==> src/rtl/hazard_scoreboard.sv <==
// ---------------------------------------------------------------------------
// hazard_scoreboard
//
// Scoreboard hazard and forwarding unit for the in-order pipeline. It tracks
// at most one pending writer per architectural register. Variable-latency
// producers (loads, mul/div) are supported. The block:
//   - stalls decode on a RAW whose result is not yet forwardable, or on a WAW
//     against a register that still has a pending writer;
//   - selects a forwarding source for each EX operand;
//   - rolls back the reservation made by the instruction squashed in EX when
//     a taken branch flushes the pipe;
//   - counts stall cycles in a saturating counter.
//
// Ports
//   clk_i, rstn_i          clock, synchronous active-low reset
//   id_valid_i             decode holds a valid instruction
//   id_rs1_i/id_rs2_i      decode source indices
//   id_rs1_use_i/_rs2_     source is actually read
//   id_rd_i, id_rd_we_i    decode destination and write enable
//   id_lat_i               cycles until the result is forwardable (0=ALU)
//   id_stall_o             hold fetch/decode, insert a bubble into EX
//   flush_i                taken branch in EX, squash decode and EX
//   wb_valid_i, wb_rd_i    register file write this cycle
//   ex_rs1_i/ex_rs2_i      register file operand values latched into EX
//   ex_rs1_idx_i/_rs2_     EX operand indices
//   fwd_valid_i/rd_i/data_i  forwarding sources, index 0 youngest
//   rs1_o/rs2_o            EX operands after forwarding
//   rs1_sel_o/rs2_sel_o    0 = register file, k = source k-1
//   stall_cnt_o            saturating count of stall cycles
// ---------------------------------------------------------------------------
module hazard_scoreboard #(
  parameter int XLEN       = 32,
  parameter int NREG       = 32,
  parameter int FWD_STAGES = 2,
  parameter int MAX_LAT    = 8,
  localparam int RW        = $clog2(NREG),
  localparam int CW        = $clog2(MAX_LAT + 1),
  localparam int SW        = $clog2(FWD_STAGES + 1)
) (
  input  logic                       clk_i,
  input  logic                       rstn_i,
  input  logic                       id_valid_i,
  input  logic [RW-1:0]              id_rs1_i,
  input  logic [RW-1:0]              id_rs2_i,
  input  logic                       id_rs1_use_i,
  input  logic                       id_rs2_use_i,
  input  logic [RW-1:0]              id_rd_i,
  input  logic                       id_rd_we_i,
  input  logic [CW-1:0]              id_lat_i,
  output logic                       id_stall_o,
  input  logic                       flush_i,
  input  logic                       wb_valid_i,
  input  logic [RW-1:0]              wb_rd_i,
  input  logic [XLEN-1:0]            ex_rs1_i,
  input  logic [XLEN-1:0]            ex_rs2_i,
  input  logic [RW-1:0]              ex_rs1_idx_i,
  input  logic [RW-1:0]              ex_rs2_idx_i,
  input  logic [FWD_STAGES-1:0]      fwd_valid_i,
  input  logic [FWD_STAGES*RW-1:0]   fwd_rd_i,
  input  logic [FWD_STAGES*XLEN-1:0] fwd_data_i,
  output logic [XLEN-1:0]            rs1_o,
  output logic [XLEN-1:0]            rs2_o,
  output logic [SW-1:0]              rs1_sel_o,
  output logic [SW-1:0]              rs2_sel_o,
  output logic [31:0]                stall_cnt_o
);

  typedef struct packed {
    logic [SW-1:0]   sel;
    logic [XLEN-1:0] data;
  } fwdPick_t;

  logic [NREG-1:0] busy;
  logic [CW-1:0]   cnt [NREG];
  logic            recValid;
  logic [RW-1:0]   recRd;
  logic [31:0]     stallCnt;

  logic            issue;
  logic            reserve;
  logic            rollback;
  logic            rs1Hazard;
  logic            rs2Hazard;
  logic            wawHazard;
  fwdPick_t        pick1;
  fwdPick_t        pick2;

  function automatic logic [31:0] satInc(input logic [31:0] v);
    satInc = (v == 32'hFFFF_FFFF) ? v : v + 32'd1;
  endfunction

  // Lowest-numbered matching source wins, so scan from the oldest source
  // down and let younger matches overwrite.
  function automatic fwdPick_t fwdSelect(input logic [RW-1:0]   idx,
                                         input logic [XLEN-1:0] rfVal);
    fwdPick_t res;
    res.sel  = '0;
    res.data = rfVal;
    if (idx == '0) begin
      res.data = '0;
    end else begin
      for (int k = FWD_STAGES - 1; k >= 0; k--) begin
        if (fwd_valid_i[k] && (fwd_rd_i[k*RW +: RW] == idx)) begin
          res.sel  = SW'(k + 1);
          res.data = fwd_data_i[k*XLEN +: XLEN];
        end
      end
    end
    return res;
  endfunction

  // A RAW only stalls while the producer's result is not yet forwardable;
  // once cnt reaches zero a forwarding path carries it. x0 never stalls.
  always_comb begin
    rs1Hazard = id_rs1_use_i && (id_rs1_i != '0) && busy[id_rs1_i]
                && (cnt[id_rs1_i] != '0);
    rs2Hazard = id_rs2_use_i && (id_rs2_i != '0) && busy[id_rs2_i]
                && (cnt[id_rs2_i] != '0);
    wawHazard = id_rd_we_i && (id_rd_i != '0) && busy[id_rd_i];
    id_stall_o = id_valid_i && (rs1Hazard || rs2Hazard || wawHazard);
  end

  assign issue    = id_valid_i && !id_stall_o && !flush_i;
  assign reserve  = issue && id_rd_we_i && (id_rd_i != '0);
  assign rollback = flush_i && recValid;

  always_comb begin
    pick1     = fwdSelect(ex_rs1_idx_i, ex_rs1_i);
    pick2     = fwdSelect(ex_rs2_idx_i, ex_rs2_i);
    rs1_o     = pick1.data;
    rs1_sel_o = pick1.sel;
    rs2_o     = pick2.data;
    rs2_sel_o = pick2.sel;
  end

  assign stall_cnt_o = stallCnt;

  // Scoreboard state. The record of the last reservation lives for exactly
  // one cycle: that is the cycle its instruction sits in EX and can be
  // squashed by a flush. WAW stalls guarantee a single writer per register,
  // so clearing busy on rollback cannot lose an older pending write.
  always_ff @(posedge clk_i) begin
    if (!rstn_i) begin
      busy     <= '0;
      for (int r = 0; r < NREG; r++) begin
        cnt[r] <= '0;
      end
      recValid <= 1'b0;
      recRd    <= '0;
      stallCnt <= '0;
    end else begin
      for (int r = 1; r < NREG; r++) begin
        if (reserve && (id_rd_i == RW'(r))) begin
          busy[r] <= 1'b1;
          cnt[r]  <= id_lat_i;
        end else if (rollback && (recRd == RW'(r))) begin
          busy[r] <= 1'b0;
          cnt[r]  <= '0;
        end else if (wb_valid_i && (wb_rd_i == RW'(r))) begin
          busy[r] <= 1'b0;
          cnt[r]  <= '0;
        end else if (busy[r] && (cnt[r] != '0)) begin
          cnt[r]  <= cnt[r] - CW'(1);
        end
      end
      busy[0]  <= 1'b0;
      cnt[0]   <= '0;
      recValid <= reserve;
      if (reserve) begin
        recRd <= id_rd_i;
      end
      if (id_stall_o) begin
        stallCnt <= satInc(stallCnt);
      end
    end
  end

  // Producer contract: an EX operand whose writer is forwardable (cnt==0)
  // but not yet written back must be offered by a forwarding source or by
  // the register file write happening this cycle.
  always_ff @(posedge clk_i) begin
    if (rstn_i) begin
      assert (!((ex_rs1_idx_i != '0) && busy[ex_rs1_idx_i]
                && (cnt[ex_rs1_idx_i] == '0))
              || (pick1.sel != '0)
              || (wb_valid_i && (wb_rd_i == ex_rs1_idx_i)));
      assert (!((ex_rs2_idx_i != '0) && busy[ex_rs2_idx_i]
                && (cnt[ex_rs2_idx_i] == '0))
              || (pick2.sel != '0)
              || (wb_valid_i && (wb_rd_i == ex_rs2_idx_i)));
    end
  end

endmodule

==> config.mk <==
export PLATFORM = sky130hd
export DESIGN_NAME = hazard_scoreboard
export DESIGN_NICKNAME = d
export VERILOG_FILES = /design/src/rtl/hazard_scoreboard.sv
export SDC_FILE = /design/constraint.sdc
export NUM_CORES = 1
export LEC_CHECK = 0
export ABC_CLOCK_PERIOD_IN_PS = 7310
export BUFFER_PORTS_ARGS = -buffer_cell sky130_fd_sc_hd__buf_2
export CORE_UTILIZATION = 45
export DETAILED_ROUTE_END_ITERATION = 8
export HOLD_SLACK_MARGIN = 0.06
export PLACE_DENSITY_LB_ADDON = 0.25
export SYNTH_ARGS = -nofsm -noshare
export SYNTH_HDL_FRONTEND = slang
export SYNTH_SLANG_ARGS = --single-unit
export TNS_END_PERCENT = 1
==> constraint.sdc <==
create_clock -name clk_i -period 7.31 [get_ports clk_i]
set_input_delay 0.731 -clock clk_i [delete_from_list [all_inputs] [get_ports clk_i]]
set_output_delay 0.731 -clock clk_i [all_outputs]
set_load 0.005 [all_outputs]
==> flow_summary.ini <==
[timing]
fin_tns_setup_ps = 0
fin_ws_ps = 2920
hold_viol = 0
setup_viol = 0
worst_pin_slew_ps = 1340
hold_ws_ps = 498
slew_viol_final = 0
post-route-period-util_pct = 60.1
maxSlewHeadroom_pct = 9.97
fmax_mhz = 228
finClkSkew_ps = 24.1
finalCriticalPeriod_ps = 4390
rsz0062_at_grt = false

[clock_network]
clk_latency_ps = 460
clock-root-buffer = clkbuf_16
cts.path.max_buffers = 2
holdBufCountCts = 0
cts_num_sinks = 193
cts_resized = 0
htree_levels = 4
clk_pin_slew_worst_paths_ps = 70
postCtsSetupBuffers = 0
cts_inserted_buffers = 17
tritoncts = built

[critical_path]
reg2reg_to = cnt[6][3]$_SDFFCE_PN0P_
crit_required_ps = 7370
cp-start-kind = flip-flop
worstReg2RegStart = cnt[7][0]$_SDFFCE_PN0P_
reg2reg_depth = 7
cp-end-kind = flip-flop
path_cells = nor4_1 -> nand2_1 -> a41o_1 -> o21bai_1 -> nand3b_1 -> a211o_1 -> o311ai_0
arrival_ps = 4450
slowest_stage = nor4_1
startpoint = cnt[7][0]$_SDFFCE_PN0P_
max_stage_delay_ps = 1030
cp-endpoint = cnt[6][3]$_SDFFCE_PN0P_
path_class = reg2reg
reg2reg_slack_ps = 2920
path_max_fanout = 30

[floorplan]
fp.dieH_um = 182
dieArea_sq_um = 33200
fp.dieW_um = 182
fp-row-count = 65
io_pins = 283
start_util_pct = 46.0
core_sq_um = 31700

[synthesis]
async_flop_share_pct = 0
yosysTopAreaCell = dfxtp_1
syn_area_sq_um = 14600
synth_edf_count = 68
yosysSeqAreaShare_pct = 31.1
ys_dominant_reg_cell = dfxtp_1
syn_avg_cell_area_sq_um = 7.94
syn_nets = 2052
synthTopCellsByArea = dfxtp_1 17%, edfxtp_1 14%, nand2_1 5.9%, mux2i_1 5.6%, nor2_1 5.4%
synthDominantCellAreaShare_pct = 17.1
ys_seq_elements = 193
syn_inst = 1838
post_synth_num_cell_types = 80
synth_warnings = 0

[finish]
layout-area-overhead-vs-synth_pct = 15.1
fin_nets = 2263
final_common_cell = buf_2
stdcell_count = 2466
drive_above_1_share_pct = 18.9
final_area_sq_um = 16800
final_cell_mix = 282 x buf_2, 229 x nand2_1, 207 x nor2_1

[routing]
wl_per_cell_um = 21.0
final_antenna_net_count = 0
drtIter0Drc = 1534
vias = 15532
drt-total-wl_um = 51700
drc = 0
drt-vias-per-instance = 6.30
dr.pass1.iters = 8

[power]
powerDensity_nw_per_um2 = 149
power_leakage_nw = 6.12
power_frac_seq_pct = 45.8
clockPowerShare_pct = 39.1
vdd_drop_max_v = 0.000182
pwr-share-comb_pct = 15.1
p_switching_mw = 0.746
switching_share_pct = 29.8
p_int_mw = 1.75

[placed_design]
hpwl_um = 39000
pre_cts_ws_ps = 2530
port-buffer-count = 282
place_area_sq_um = 16200
gp_routability_congestion = 1.02
dpl.cell_count = 2432

[grt]
grt.total_usage_pct = 30.5
grt_pass1_wl_um = 79700
antenna_found_initial = 2
grt_max_degree = 49
grt_pass1_vias = 14381
grt-ovfl-total = 0

[min_path]
holdCritPathClass = reg2reg
hold_path.startpoint = recRd[4]$_SDFFE_PN0P_

[outcome]
status = finished, final reports clean

[run]
max-cap-violations = 0
final cells by class:
| cell class | instances | area (sq um) |
|---|---|---|
| Multi-Input combinational cell | 1444 | 9260 |
| Tap cell | 402 | 503 |
| Timing Repair Buffer | 296 | 1520 |
| Clock inverter | 13 | 154 |
| Clock buffer | 19 | 453 |
| Inverter | 97 | 365 |
| Fill cell | 2996 | 14900 |
| Antenna cell | 2 | 5.00 |
| Sequential cell | 193 | 4540 |
sequential cells by signal, summed over array words and instances, names as in the netlist:
| signal | cells |
|---|---|
| stall_cnt_o | 32 |
| cnt | 124 |
| recValid | 1 |
| busy | 31 |
| recRd | 5 |
critical path: cells and delay by family, from the launching register on:
family / cells / cell delay [ps]
AND/OR/NAND/NOR: 3 / 1420
AO/OA/AOI/OAI: 4 / 2150
flip-flops: 1 / 440
per-stage QoR:
step	util (%)	power, mW
after detailed placement	51.0	1.54
after global placement	51.0	1.53
final	53.0	2.50
after floorplan	-	1.37
after global routing	53.0	2.58
after CTS	52.9	2.50
power by group through the flow:
stage	combinational (mW)	clock, mW	sequential [mW]
floorplan	0.211	0	1.16
global placement	0.364	0	1.17
detailed placement	0.370	0	1.17
CTS	0.371	0.984	1.15
global route	0.406	1.03	1.15
finish	0.378	0.976	1.15
logic make-up (layout without fill, tap and decap cells):
kind of cell / count (synthesis) / count (layout) / share of synthesized area (%)
AO/OA/AOI/OAI: 461 / 461 / 21.3
adder cells (fa/ha/maj): 32 / 32 / 2.74
AND/OR/NAND/NOR: 777 / 777 / 25.6
XOR/XNOR: 59 / 59 / 3.54
flip-flops: 193 / 193 / 31.1
other: 0 / 2 / 0
buffers and inverters: 201 / 425 / 5.63
multiplexers: 115 / 115 / 10.1
layer usage:
layer | share of wire [%] | GRT usage [%] | vias up
met5 | 0 | 0 | -
met4 | 5.0 | 15.8 | 0
met3 | 8.2 | 5.99 | 144
met2 | 48 | 52.5 | 771
met1 | 38 | 36.1 | 7391
li1 | - | - | 7226
worst min path at each step:
| stage | cells past startpoint | to |
|---|---|---|
| 3_5_place_dp | 2 | stall_cnt_o[1]$_SDFFE_PN0P_ |
| 2_1_floorplan | 2 | cnt[26][1]$_SDFFE_PN0P_ |
| 6_report | 2 | recRd[4]$_SDFFE_PN0P_ |
| 5_1_grt | 2 | stall_cnt_o[1]$_SDFFE_PN0P_ |
| 3_3_place_gp | 2 | stall_cnt_o[1]$_SDFFE_PN0P_ |
| 4_1_cts | 2 | stall_cnt_o[1]$_SDFFE_PN0P_ |
cell usage after synthesis (all sizes together) (6+ instances only):
cell and instances:
o22a 11, o32ai 6, edfxtp 68, nand3 55
nor2b 23, nor4 43, inv 97, nor3 49
nor2 209, o211ai 11, a22oi 16, or3 22
clkbuf 80, a21oi 129, mux2i 82, dfxtp 125
a31oi 13, o22ai 14, nand2 230, mux4 25
mux2 8, xnor2 38, o31ai 19, or4 18
o2bb2ai 6, o31a 8, o21ai 64, buf 24
and2 18, nand2b 23, nand3b 6, nor3b 11
a211oi 77, and3 17, xor2 21, a32oi 9
nand4 36, ha 32, or2 7, a21o 12
Note: power is estimated with default switching activity, not from simulation.
